`src/rtl/ice_rdarb_pkg.sv`:
```
// ice_rdarb_pkg: shared widths and state encoding for the ICE register read arbiter.
package ice_rdarb_pkg;
  localparam int ICE_AW = 32;
  localparam int ICE_DW = 32;
  localparam int CNT_W  = 16;
  typedef enum logic [1:0] {
    IDLE = 2'b00,
    ADDR = 2'b01,
    ACK  = 2'b10
  } state_e;
endpackage

```
`src/rtl/ice_rdarb_rr_arb2.sv`:
```
// rr_arb2: combinational two-way round-robin picker; last names the port granted most recently.
module rr_arb2 (
  input  logic [1:0] req,
  input  logic       last,
  output logic [1:0] gnt
);
  assign gnt[0] = req[0] & (~req[1] | last);
  assign gnt[1] = req[1] & (~req[0] | ~last);
endmodule

```
`src/rtl/ice_rdarb.sv`:
```
// ice_rdarb: round-robin sequencer of host/trace reads onto the ICE register read bus.
module ice_rdarb
  import ice_rdarb_pkg::*;
#(
  parameter int WAIT_CYC = 1
) (
  input  logic              CLK,
  input  logic              RESB,
  input  logic              REQ0,
  input  logic              REQ1,
  input  logic [ICE_AW-1:0] ADDR0,
  input  logic [ICE_AW-1:0] ADDR1,
  output logic              ACK0,
  output logic              ACK1,
  output logic [ICE_DW-1:0] RDATA0,
  output logic [ICE_DW-1:0] RDATA1,
  output logic [ICE_AW-1:0] ICEIFA,
  input  logic [ICE_DW-1:0] ICEDO,
  output logic              BUSY,
  output logic [CNT_W-1:0]  ACCCNT
);
  localparam logic [3:0] WAIT_LD = 4'(WAIT_CYC - 1);
  logic [1:0]        state_q, state_d;
  logic              last_q, last_d, win_q, win_d;
  logic [3:0]        cnt_q, cnt_d;
  logic [ICE_AW-1:0] ifa_q, ifa_d;
  logic [ICE_DW-1:0] rd0_q, rd0_d, rd1_q, rd1_d;
  logic              ack0_q, ack0_d, ack1_q, ack1_d;
  logic [CNT_W-1:0]  acc_q, acc_d;
  logic [1:0]        gnt;
  logic              in_addr, in_ack, in_idle, take, done;
  rr_arb2 u_arb (
    .req  ({REQ1, REQ0}),
    .last (last_q),
    .gnt  (gnt)
  );
  // the unused encoding 2'b11 behaves as IDLE
  always_comb begin
    in_addr = state_q == ADDR;
    in_ack  = state_q == ACK;
    in_idle = !in_addr && !in_ack;
    take    = in_idle && |gnt;
    done    = in_addr && cnt_q == 4'd0;
    state_d = take ? ADDR : done ? ACK : in_addr ? ADDR : IDLE;
    last_d  = take ? gnt[1] : last_q;
    win_d   = take ? gnt[1] : win_q;
    cnt_d   = take ? WAIT_LD : (in_addr && !done) ? cnt_q - 4'd1 : cnt_q;
    ifa_d   = take ? (gnt[1] ? ADDR1 : ADDR0) : done ? '0 : ifa_q;
    rd0_d   = (done && !win_q) ? ICEDO : rd0_q;
    rd1_d   = (done && win_q) ? ICEDO : rd1_q;
    ack0_d  = done && !win_q;
    ack1_d  = done && win_q;
    acc_d   = acc_q + CNT_W'(done);
  end
  always_ff @(posedge CLK or negedge RESB) begin
    if (!RESB) begin
      state_q <= IDLE;
      last_q  <= 1'b1;
      win_q   <= 1'b0;
      cnt_q   <= '0;
      ifa_q   <= '0;
      rd0_q   <= '0;
      rd1_q   <= '0;
      ack0_q  <= 1'b0;
      ack1_q  <= 1'b0;
      acc_q   <= '0;
    end else begin
      state_q <= state_d;
      last_q  <= last_d;
      win_q   <= win_d;
      cnt_q   <= cnt_d;
      ifa_q   <= ifa_d;
      rd0_q   <= rd0_d;
      rd1_q   <= rd1_d;
      ack0_q  <= ack0_d;
      ack1_q  <= ack1_d;
      acc_q   <= acc_d;
    end
  end
  assign ACK0   = ack0_q;
  assign ACK1   = ack1_q;
  assign RDATA0 = rd0_q;
  assign RDATA1 = rd1_q;
  assign ICEIFA = ifa_q;
  assign BUSY   = in_addr || in_ack;
  assign ACCCNT = acc_q;
endmodule

```
`config.mk`:
```
export PLATFORM = sky130hd
export DESIGN_NAME = ice_rdarb
export DESIGN_NICKNAME = d
export VERILOG_FILES = /design/src/rtl/ice_rdarb_pkg.sv /design/src/rtl/ice_rdarb_rr_arb2.sv /design/src/rtl/ice_rdarb.sv
export SDC_FILE = /design/constraint.sdc
export NUM_CORES = 1
export LEC_CHECK = 0
export ABC_AREA = 1
export ABC_CLOCK_PERIOD_IN_PS = 3800
export CAP_MARGIN = 10
export CORE_MARGIN = 2
export CORE_UTILIZATION = 49
export CTS_BUF_LIST = sky130_fd_sc_hd__clkbuf_8
export DETAILED_ROUTE_END_ITERATION = 12
export PLACE_DENSITY = 0.91
export REMOVE_ABC_BUFFERS = 1
export SYNTH_ARGS = -nofsm -noshare
export SYNTH_HDL_FRONTEND = slang
export SYNTH_HIERARCHICAL = 1
export SYNTH_SLANG_ARGS = --single-unit
```
`constraint.sdc`:
```
create_clock -name CLK -period 3.8 [get_ports CLK]
set_input_delay 0.57 -clock CLK [delete_from_list [all_inputs] [get_ports CLK]]
set_output_delay 0.57 -clock CLK [all_outputs]
set_load 0.05 [all_outputs]
```
==> metrics.cfg, run 1 <==
[route]
drc=0
avgViaCountPerCell=5.03
drtIter0Drc=316
drt-pass1-iter-count=5
postRouteWirelength_mm=14.0
vias=4791
wl_per_cell_um=14.7
ant_nets=0

[critical_path]
crit_fanout=34
regToRegSetupSlack_ns=1.06
startpoint_type=register
cp.arrival_ns=3.05
cp.required_ns=4.11
crit_path_end_kind=register
path_class=register to register

[power]
fin_total_pwr_uw=8110
p_leak_uw=0.00379
ir_worst_vdd_uv=571
power_density_mw_per_mm2=1010

[timing]
setup_viol_count_final=0
fmax_mhz=365
slew-limit-headroom=0.453
fin_worst_skew_ns=0.0109
finalSetupTns_ns=0
min_period_ns=2.74
timing.final.crit_share=0.721
tightest_slew_ns=0.817
grt_setup_unrepaired=false
hold_viol=0
report.final.slew_viol_count=0
postLayoutSetupSlackWorst_ns=1.06

[cells_and_area]
area_delta_synth_final_pct=46.5
drive_above_1_share=0.137
num_antenna_cells=0
final_nets=905

[placement]
dp_worst_setup_slack_ns=1.07
gp_congestion=0.888
dp.final_hpwl_mm=10.4
port_buffers=214

[cts]
cts_tree=done
htreeDepth=4
cts_buffer_depth=2
cts.sinks=122
clkTransAtPathRegs_ns=0.07
clk_latency_ns=0.42
cts_root_buf=clkbuf_8
cts_buffers=17
cts_hold_buf=0
postCtsSetupBuffers=0
post_cts_resized=0

[logic_synthesis]
yosysSeqAreaShare=0.555
ys_warn_count=6
ys_types=25
synth_cells=592
synth.avg_cell_area_um2=9.30
syn_area_mm2=0.00550
ys_ff_latch=122

[status]
outcome=finished, final reports clean

[global_routing]
grt_usage=0.242
grt_overflow=0
grt_pass1_wl_mm=22.5
grt_pass1_vias=4801
grt_max_degree=66
antenna_found_initial=0

[floorplanning]
start_util=0.505
rows=38
die_w_um=110
io_pins=215
core_mm2=0.0109
dieArea_mm2=0.0121
dieHeight_um=110

[min_path]
hp-class=input port to asynchronous set/reset pin

[run]
cap_violations=0

[cells by family after synthesis]
group / count (synthesis) / synth area share
buf+inv: 118 / 0.0994
compound gates: 137 / 0.159
simple gates: 201 / 0.161
xor+xnor: 9 / 0.0143
flops: 122 / 0.555
fa+ha+maj: 5 / 0.0114
[state kept, by name (all words and copies together) (netlist names)]
name,flops
ACCCNT,16
ACK0,1
ACK1,1
ICEIFA,32
RDATA0,32
RDATA1,32
cnt_q,4
last_q,1
state_q,2
win_q,1
[cell type report]
cell class,instances,area [um2]
clock inverter,10,100
fill,761,2830
inverter,86,323
clock buffer,21,289
tap,140,175
timing repair buffer,221,2200
sequential,122,3050
multi-input combinational,352,1920
[path summary, 6_finish.rpt]
path,startpoint,to,cells past startpoint
min in group CLK,RDATA0[11],RDATA0[11],2
setup / recovery,cnt_q[0],ACCCNT[8],12
max in group asynchronous,RESB,ACCCNT[2],2
setup reg to reg,cnt_q[0],ACCCNT[8],12
hold reg to reg,RDATA0[11],RDATA0[11],2
hold / removal,RESB,RDATA1[23],1
[through the flow]
step                area [um2]  hold WS, ns  cells  utilization
floorplan                 5280        0.274    560            -
global placement          7670        0.465    921        0.705
detailed placement        7670        0.467    921        0.705
CTS                       8060        0.216    952        0.741
global route              8060        0.244    952        0.741
finish                    8060        0.219    952        0.741
[power breakdown]
part           internal, uW  switching, uW  total, uW
combinational          1530           3190       4720
sequential             1890            378       2270
clock                   639            485       1120
total                  4060           4060       8110
[synthesized netlist by cell type]
master    count  share of area
nor2_2        1         0.0011
a21oi_2       1         0.0016
o21ai_1      21          0.019
inv_2         1        0.00068
dfstp_2       1         0.0048
nand2_1     115          0.078
buf_6        12          0.025
nand4_1       6         0.0068
buf_2         9         0.0082
a31oi_1       1         0.0011
xnor2_1       5         0.0080
nand3_1      42          0.038
o21ai_2      47          0.075
nand3_2       2         0.0036
a21oi_1       1        0.00091
o21ai_0      65          0.059
inv_1        85          0.058
ha_1          5          0.011
a21boi_2      1         0.0020
clkbuf_1      9         0.0061
clkbuf_2      2         0.0018
dfrtp_1     121           0.55
nor2_1       15          0.010
xor2_1        4         0.0064
nand2_2      20          0.023
[layer usage]
metal | part of all wire | vias to the layer above | track usage | wire length (um)
li1 | - | 2302 | - | -
met1 | 0.38 | 2250 | 0.276 | 5250
met2 | 0.52 | 209 | 0.413 | 7210
met3 | 0.084 | 30 | 0.0823 | 1180
met4 | 0.025 | 0 | 0.104 | 347
met5 | 0 | - | 0 | 0
[cell usage in the layout (no fill, tap or decap), types with 2 or more instances in the layout]
| master | n |
|---|---|
| nor2_1 | 15 |
| clkbuf_8 | 21 |
| clkdlybuf4s50_1 | 213 |
| nand4_1 | 6 |
| bufinv_16 | 2 |
| inv_1 | 87 |
| nand2_1 | 115 |
| nand2_2 | 20 |
| dfrtp_1 | 121 |
| o21ai_1 | 21 |
| xnor2_1 | 5 |
| clkinv_2 | 5 |
| o21ai_2 | 46 |
| buf_4 | 7 |
| nand3_1 | 42 |
| xor2_1 | 4 |
| o21ai_0 | 65 |
| nand3_2 | 2 |
| ha_1 | 5 |
[worst max-delay path, stage by stage (launching register included)]
cell and delay, ns:
dfrtp_1 0.36, inv_1 0.13, ha_1 0.25, nand2_2 0.09, inv_2 0.09, nand2_2 0.35
inv_1 0.19, ha_1 0.19, ha_1 0.22, nand2_1 0.07, nor2_1 0.39, nand2_1 0.14
xnor2_1 0.16
(Power assumes the default switching activity.)
==> run 2, diff against run 1 <==
--- a/config.mk
+++ b/config.mk
@@ -6,13 +6,13 @@
 export NUM_CORES = 1
 export LEC_CHECK = 0
 export ABC_AREA = 1
-export ABC_CLOCK_PERIOD_IN_PS = 3800
+export ABC_CLOCK_PERIOD_IN_PS = 2300
 export CAP_MARGIN = 10
 export CORE_MARGIN = 2
-export CORE_UTILIZATION = 49
+export CORE_UTILIZATION = 41
 export CTS_BUF_LIST = sky130_fd_sc_hd__clkbuf_8
 export DETAILED_ROUTE_END_ITERATION = 12
-export PLACE_DENSITY = 0.91
+export PLACE_DENSITY = 0.81
 export REMOVE_ABC_BUFFERS = 1
 export SYNTH_ARGS = -nofsm -noshare
 export SYNTH_HDL_FRONTEND = slang
==> constraint.sdc (replaced) <==
create_clock -name CLK -period 2.3 [get_ports CLK]
set_input_delay 0.345 -clock CLK [delete_from_list [all_inputs] [get_ports CLK]]
set_output_delay 0.345 -clock CLK [all_outputs]
set_load 0.05 [all_outputs]
==> run 2 against run 1 <==
Effect of this change:
- clock power grew 63%
- die area grew 19%
- core utilization shrank 12 points
- maximum frequency grew 31%
- clock skew shrank 0.0019 ns
- flip-flop and latch count is the same
- final area grew 2.0%
- worst setup slack lost 0.86 ns
- critical path depth grew 1
- hold slack gained 0.080 ns
- register-to-register slack lost 0.86 ns
- via count shrank 5.6%
- largest power group unchanged
==> metrics.cfg, run 2 (synthesis results as in run 1) <==
[status]
outcome=finished, final reports clean

[timing]
tightest_slew_ns=0.569  ; -0.248 ns
grt_setup_unrepaired=false
fmax_mhz=477  ; +31%
hold_viol=0  ; unchanged
postLayoutSetupSlackWorst_ns=0.202  ; -0.857 ns
min_period_ns=2.10  ; -0.643 ns
fin_worst_skew_ns=0.00896  ; -0.00193 ns
timing.final.crit_share=0.912  ; +0.191
report.final.slew_viol_count=0  ; unchanged
setup_viol_count_final=0  ; unchanged
slew-limit-headroom=0.619  ; +0.166

[global_routing]
grt_max_degree=66  ; unchanged
grt_usage=0.187  ; -0.0554
grt_pass1_wl_mm=21.0  ; -6.8%
grt_pass1_vias=4365  ; -9.1%
grt_overflow=0  ; unchanged
grt_util_met1=0.226  ; -0.0497
top_usage_layer=met2
met3_usage=0.0627  ; -0.0196
met2_usage=0.305  ; -0.109
antenna_found_initial=0  ; unchanged

[cells_and_area]
num_antenna_cells=0  ; unchanged
final_cell_mix=clkdlybuf4s50_1 (212), dfrtp_1 (121), nand2_1 (115)
stdcell_count=993  ; +4.3%
fin_area_mm2=0.00822  ; +2.0%
layout_commonest_cell=clkdlybuf4s50_1
drive_above_1_share=0.140  ; +0.00284
area_delta_synth_final_pct=49.4
final_nets=910  ; +0.55%

[cts]
cts.sinks=122  ; unchanged
cts_tree=done
htreeDepth=4  ; unchanged
postCtsSetupBuffers=0  ; unchanged
cts_buffer_depth=2  ; unchanged
post_cts_resized=0  ; unchanged
clkTransAtPathRegs_ns=0.07  ; about the same
cts_buffers=17  ; unchanged
clk_latency_ns=0.43  ; about the same
cts_hold_buf=1  ; +1
cts_root_buf=clkbuf_8

[critical_path]
path_class=register to register
cp.arrival_ns=2.41  ; -0.64 ns
startpoint=cnt_q[0]
crit_fanout=7  ; -79%
startpoint_type=register
cp.required_ns=2.61  ; -1.50 ns
crit_path_end_kind=register
r2r-start=cnt_q[0]
regToRegSetupSlack_ns=0.20  ; -0.86 ns

[route]
wl_per_cell_um=12.9  ; -12%
avgViaCountPerCell=4.56  ; -9.5%
postRouteWirelength_mm=12.8  ; -8.4%
drtIter0Drc=325  ; +2.8%
drt-pass1-iter-count=4  ; -1
ant_nets=0  ; unchanged
vias=4524  ; -5.6%
drc=0  ; unchanged

[placement]
dp_worst_setup_slack_ns=0.212  ; -0.857 ns
gp_congestion=0.780  ; -12%
dp.final_hpwl_mm=9.47  ; -8.7%
placed_cells=961  ; +4.3%
port_buffers=214  ; unchanged
placed_cell_area_mm2=0.00783  ; +2.0%

[floorplanning]
core_mm2=0.0132  ; +21%
io_pins=215  ; unchanged
dieArea_mm2=0.0144  ; +19%
start_util=0.417  ; -0.0882
die_w_um=120  ; +9.0%
dieHeight_um=120  ; +9.0%
rows=42  ; +11%

[power]
p_leak_uw=0.00384  ; +1.5%
p_seq_frac=0.275  ; -0.005
intPower_uw=6760  ; +67%
p_sw_frac=0.494  ; -0.00645
power.switching_uw=6590  ; +62%
power_density_mw_per_mm2=1620  ; +61%
combPwrFrac=0.588  ; +0.006
ir_worst_vdd_uv=791  ; +38%
pwr-share-clk=0.137  ; -0.002

[min_path]
hp-class=input port to asynchronous set/reset pin

[run]
cap_violations=0  ; unchanged

==> run 2: cell types whose count changed in the layout (fill, tap and decap cells not counted), sizes merged <==
| cell | delta |
|---|---|
| dlygate4sd3 | +1 |
| buf | +5 |
| inv | +2 |
| clkdlybuf4s50 | -1 |
| clkbuf | -1 |
| clkinv | -1 |
==> run 2: per-layer routing <==
layer	part of all wire	vias to the layer above
met2	0.49	149
met5	0	-
li1	-	2304
met1	0.42	2054
met4	0.019	0
met3	0.071	17
==> run 2: worst paths after layout <==
path / end / depth (start not counted)
worst max-delay path: ACCCNT[10] / 13
worst min-delay path: ICEIFA[7] / 2
worst max register to register: ACCCNT[10] / 13
worst min register to register: RDATA0[2] / 2
max in group asynchronous: ACCCNT[8] / 3
min in group CLK: RDATA0[2] / 2
==> run 2: power by group through the flow <==
stage	logic (uW)	registers, uW	clock network, uW
global placement	7820	3670	0
CTS	7950	3680	1870
detailed placement	7930	3710	0
floorplan	2150	6670	0
finish	7860	3670	1830
global route	8370	3790	1980
==> run 2: area by class of cell <==
class | count | area (um2)
inverters | 86 | 323
clock buffers | 20 | 275
fillers | 1123 | 4970
well taps | 176 | 220
repair buffers | 226 | 2320
clock inverters | 11 | 106
multi-input cells | 352 | 1920
flip-flops and latches | 122 | 3050
==> run 2: stage by stage <==
| stage | hold WS, ns | setup TNS, ns | power, uW | util |
|---|---|---|---|---|
| final | 0.299 | 0 | 13400 | 0.623 |
| after detailed placement | 0.207 | 0 | 11600 | 0.594 |
| after floorplan | 0.0494 | -26.81 | 8820 | - |
| after CTS | 0.267 | 0 | 13500 | 0.623 |
| after global placement | 0.208 | 0 | 11500 | 0.594 |
| after global routing | 0.301 | 0 | 14100 | 0.623 |
==> run 2: critical path, stage by stage, from the launching register on <==
cell and delay [ns]:
dfrtp_1 0.36, inv_1 0.12, ha_1 0.25, nand2_2 0.09
inv_2 0.10, nand2_2 0.06, inv_1 0.08, ha_1 0.16
ha_1 0.20, nand2_1 0.07, nor2_1 0.12, buf_4 0.16
nand2_1 0.07, xnor2_1 0.13
==> run 3, diff against run 2 <==
--- a/config.mk
+++ b/config.mk
@@ -7,7 +7,7 @@
 export LEC_CHECK = 0
 export ABC_AREA = 1
 export ABC_CLOCK_PERIOD_IN_PS = 2300
-export CAP_MARGIN = 10
+export CAP_MARGIN = 30
 export CORE_MARGIN = 2
 export CORE_UTILIZATION = 41
 export CTS_BUF_LIST = sky130_fd_sc_hd__clkbuf_8
@@ -18,3 +18,4 @@
 export SYNTH_HDL_FRONTEND = slang
 export SYNTH_HIERARCHICAL = 1
 export SYNTH_SLANG_ARGS = --single-unit
+export TNS_END_PERCENT = 20
==> constraint.sdc (replaced) <==
create_clock -name CLK -period 2.3 [get_ports CLK]
set_input_delay 0.46 -clock CLK [delete_from_list [all_inputs] [get_ports CLK]]
set_output_delay 0.46 -clock CLK [all_outputs]
set_load 0.05 [all_outputs]
==> run 3 against run 2 <==
Effect of this change:
- wire length about the same
- non-clock buffer count unchanged
- clock skew about the same
- via count rose by 1.3%
- global-route usage is 0.36 points higher
- first-iteration DRC count is 14% lower
- final area is 0.81% higher
- core utilization rose by 0.50 points
- combinational power hardly changed
- clock-buffer cell count grew 1
- clock power up 20%
==> metrics.cfg, run 3 (synthesis results as in run 1) <==
[status]
outcome=finished, final reports clean

[global_routing]
met2_usage=0.315  ; +0.0107
antenna_found_initial=0  ; unchanged
top_usage_layer=met2
met3_usage=0.0746  ; +0.0119
grt_overflow=0  ; unchanged
grt_usage=0.190  ; +0.00365
grt_max_degree=66  ; unchanged
grt_pass1_vias=4411  ; +1.1%
grt_pass1_wl_mm=21.5  ; +2.3%
grt_util_met1=0.226  ; -0.000411

[placement]
dp.final_hpwl_mm=9.43  ; -0.40%
placed_cell_area_mm2=0.00782  ; -0.16%
gp_congestion=0.788  ; +1.1%
placed_cells=961  ; unchanged
port_buffers=214  ; unchanged

[cells_and_area]
num_antenna_cells=0  ; unchanged
final_cell_mix=clkdlybuf4s50_1 (212), dfrtp_1 (121), nand2_1 (115)
area_delta_synth_final_pct=50.6
stdcell_count=992  ; -0.10%
layout_commonest_cell=clkdlybuf4s50_1
fin_area_mm2=0.00829  ; +0.81%
final_nets=910  ; unchanged
register_area_mm2=0.00305  ; unchanged
multi_input_area_mm2=0.00193  ; +0.13%
drive_above_1_share=0.143  ; +0.00385
fillers=1104  ; -1.7%

[critical_path]
r2r_end=ACCCNT[10]
r2r-start=cnt_q[0]
crit_path_end_kind=primary output
slowest_delay_ns=0.84  ; +0.48 ns
regToRegSetupSlack_ns=0.24  ; +0.04 ns
crit_fanout=6  ; -1
cp_num_buf_inv=1  ; -3
cp.arrival_ns=1.71  ; -0.70 ns
path_class=register to primary output
ff2ff_path_depth=13  ; unchanged
startpoint_type=register
critPathTopFamily=buffers and inverters
cp.required_ns=1.84  ; -0.77 ns
worstPathCellList=clkdlybuf4s50_1
slowest_stage=clkdlybuf4s50_1

[cts]
htreeDepth=4  ; unchanged
clk_latency_ns=0.43  ; about the same
clkTransAtPathRegs_ns=0.07  ; about the same
cts_tree=done
cts_buffers=17  ; unchanged
cts_buffer_depth=2  ; unchanged
cts.sinks=122  ; unchanged
cts_root_buf=clkbuf_8

[timing]
timing.final.crit_share=0.945  ; +0.0327
fin_worst_skew_ns=0.00902  ; +0.0000605 ns
hold_viol=0  ; unchanged
slew-limit-headroom=0.632  ; +0.0122
fmax_mhz=460  ; -3.5%
report.final.slew_viol_count=0  ; unchanged
tightest_slew_ns=0.551  ; -0.0183 ns
min_period_ns=2.17  ; +0.0752 ns
grt_setup_unrepaired=false
setup_viol_count_final=0  ; unchanged

[min_path]
holdPathStages=2
hp-class=register to register
hp-start=RDATA0[9]
hold_path_end=RDATA0[9]

[power]
power_density_mw_per_mm2=1660  ; +2.1%
ir_worst_vdd_uv=782  ; -1.1%
p_leak_uw=0.00387  ; +0.61%
fin_total_pwr_uw=13700  ; +2.9%

[route]
vias=4581  ; +1.3%
avgViaCountPerCell=4.62  ; +1.4%
postRouteWirelength_mm=12.8  ; about the same
drc=0  ; unchanged
drt-pass1-iter-count=5  ; +1
drtIter0Drc=279  ; -14%
wl_per_cell_um=12.9  ; +0.12%
ant_nets=0  ; unchanged

[floorplanning]
start_util=0.417  ; unchanged
die_w_um=120  ; unchanged
dieHeight_um=120  ; unchanged
rows=42  ; unchanged
core_mm2=0.0132  ; unchanged
io_pins=215  ; unchanged
dieArea_mm2=0.0144  ; unchanged

[run]
cap_violations=0  ; unchanged

[run 3: cell count changes in the layout (fill, tap and decap cells not counted)]
cell	delta
buf_12	-1
buf_4	+1
bufinv_16	+3
clkbuf_8	+1
clkinv_4	-1
clkinvlp_4	-1
ha_1	-1
ha_2	+1
inv_1	-3
[run 3: where the power goes]
part           internal (uW)  total, uW  switching, uW
logic                   2620       7890           5260
registers               3120       3670            553
clock network           1390       2190            801
[run 3: stage by stage]
stage	setup TNS (ns)	hold slack, ns	utilization	worst slack (ns)
3_3_place_gp	0	0.425	0.593	0.308
5_1_grt	0	0.498	0.628	0.0265
4_1_cts	0	0.484	0.628	0.0781
3_5_place_dp	0	0.430	0.593	0.254
6_report	0	0.479	0.628	0.127
2_1_floorplan	-28.73	0.164	-	-0.763
[run 3: what timing repair did]
item	4_1_cts	5_1_grt
setup buffers	0	0
hold buffers	1	0
setup endpoints to repair	0	3
gates resized for setup	0	1
hold endpoints to repair	30	0
[run 3: worst max-delay path by stage]
stage,start,to,slack [ns],cells after the start
floorplan,REQ1,cnt_q[1],-0.76,6
global placement,cnt_q[0],ACCCNT[10],0.31,13
detailed placement,cnt_q[0],ACCCNT[10],0.25,13
CTS,ACCCNT[2],ACCCNT[2],0.08,1
global route,cnt_q[0],ACCCNT[10],0.03,13
finish,ACCCNT[2],ACCCNT[2],0.13,1
[run 3: area by class of cell]
class,instances,share of cell area
repair buffers,226,0.278
flip-flops and latches,122,0.369
clock buffers,21,0.0349
inverters,86,0.0390
multi-input cells,352,0.233
clock inverters,9,0.0204
well taps,176,0.0266
[run 3: metal layers]
layer / share of wire / wire [um] / up-vias
met5: 0 / 0 / -
met4: 0.012 / 153 / 0
met3: 0.081 / 1040 / 13
met2: 0.50 / 6340 / 165
met1: 0.41 / 5270 / 2087
li1: - / - / 2316
[run 3: worst reg2reg max path: stages, from the launching register on]
cell	delay, ns
dfrtp_1	0.37
inv_1	0.13
ha_2	0.23
nand2_2	0.08
inv_2	0.10
nand2_2	0.06
inv_1	0.09
ha_1	0.16
ha_1	0.20
nand2_1	0.07
nor2_1	0.11
buf_4	0.15
nand2_1	0.07
xnor2_1	0.13
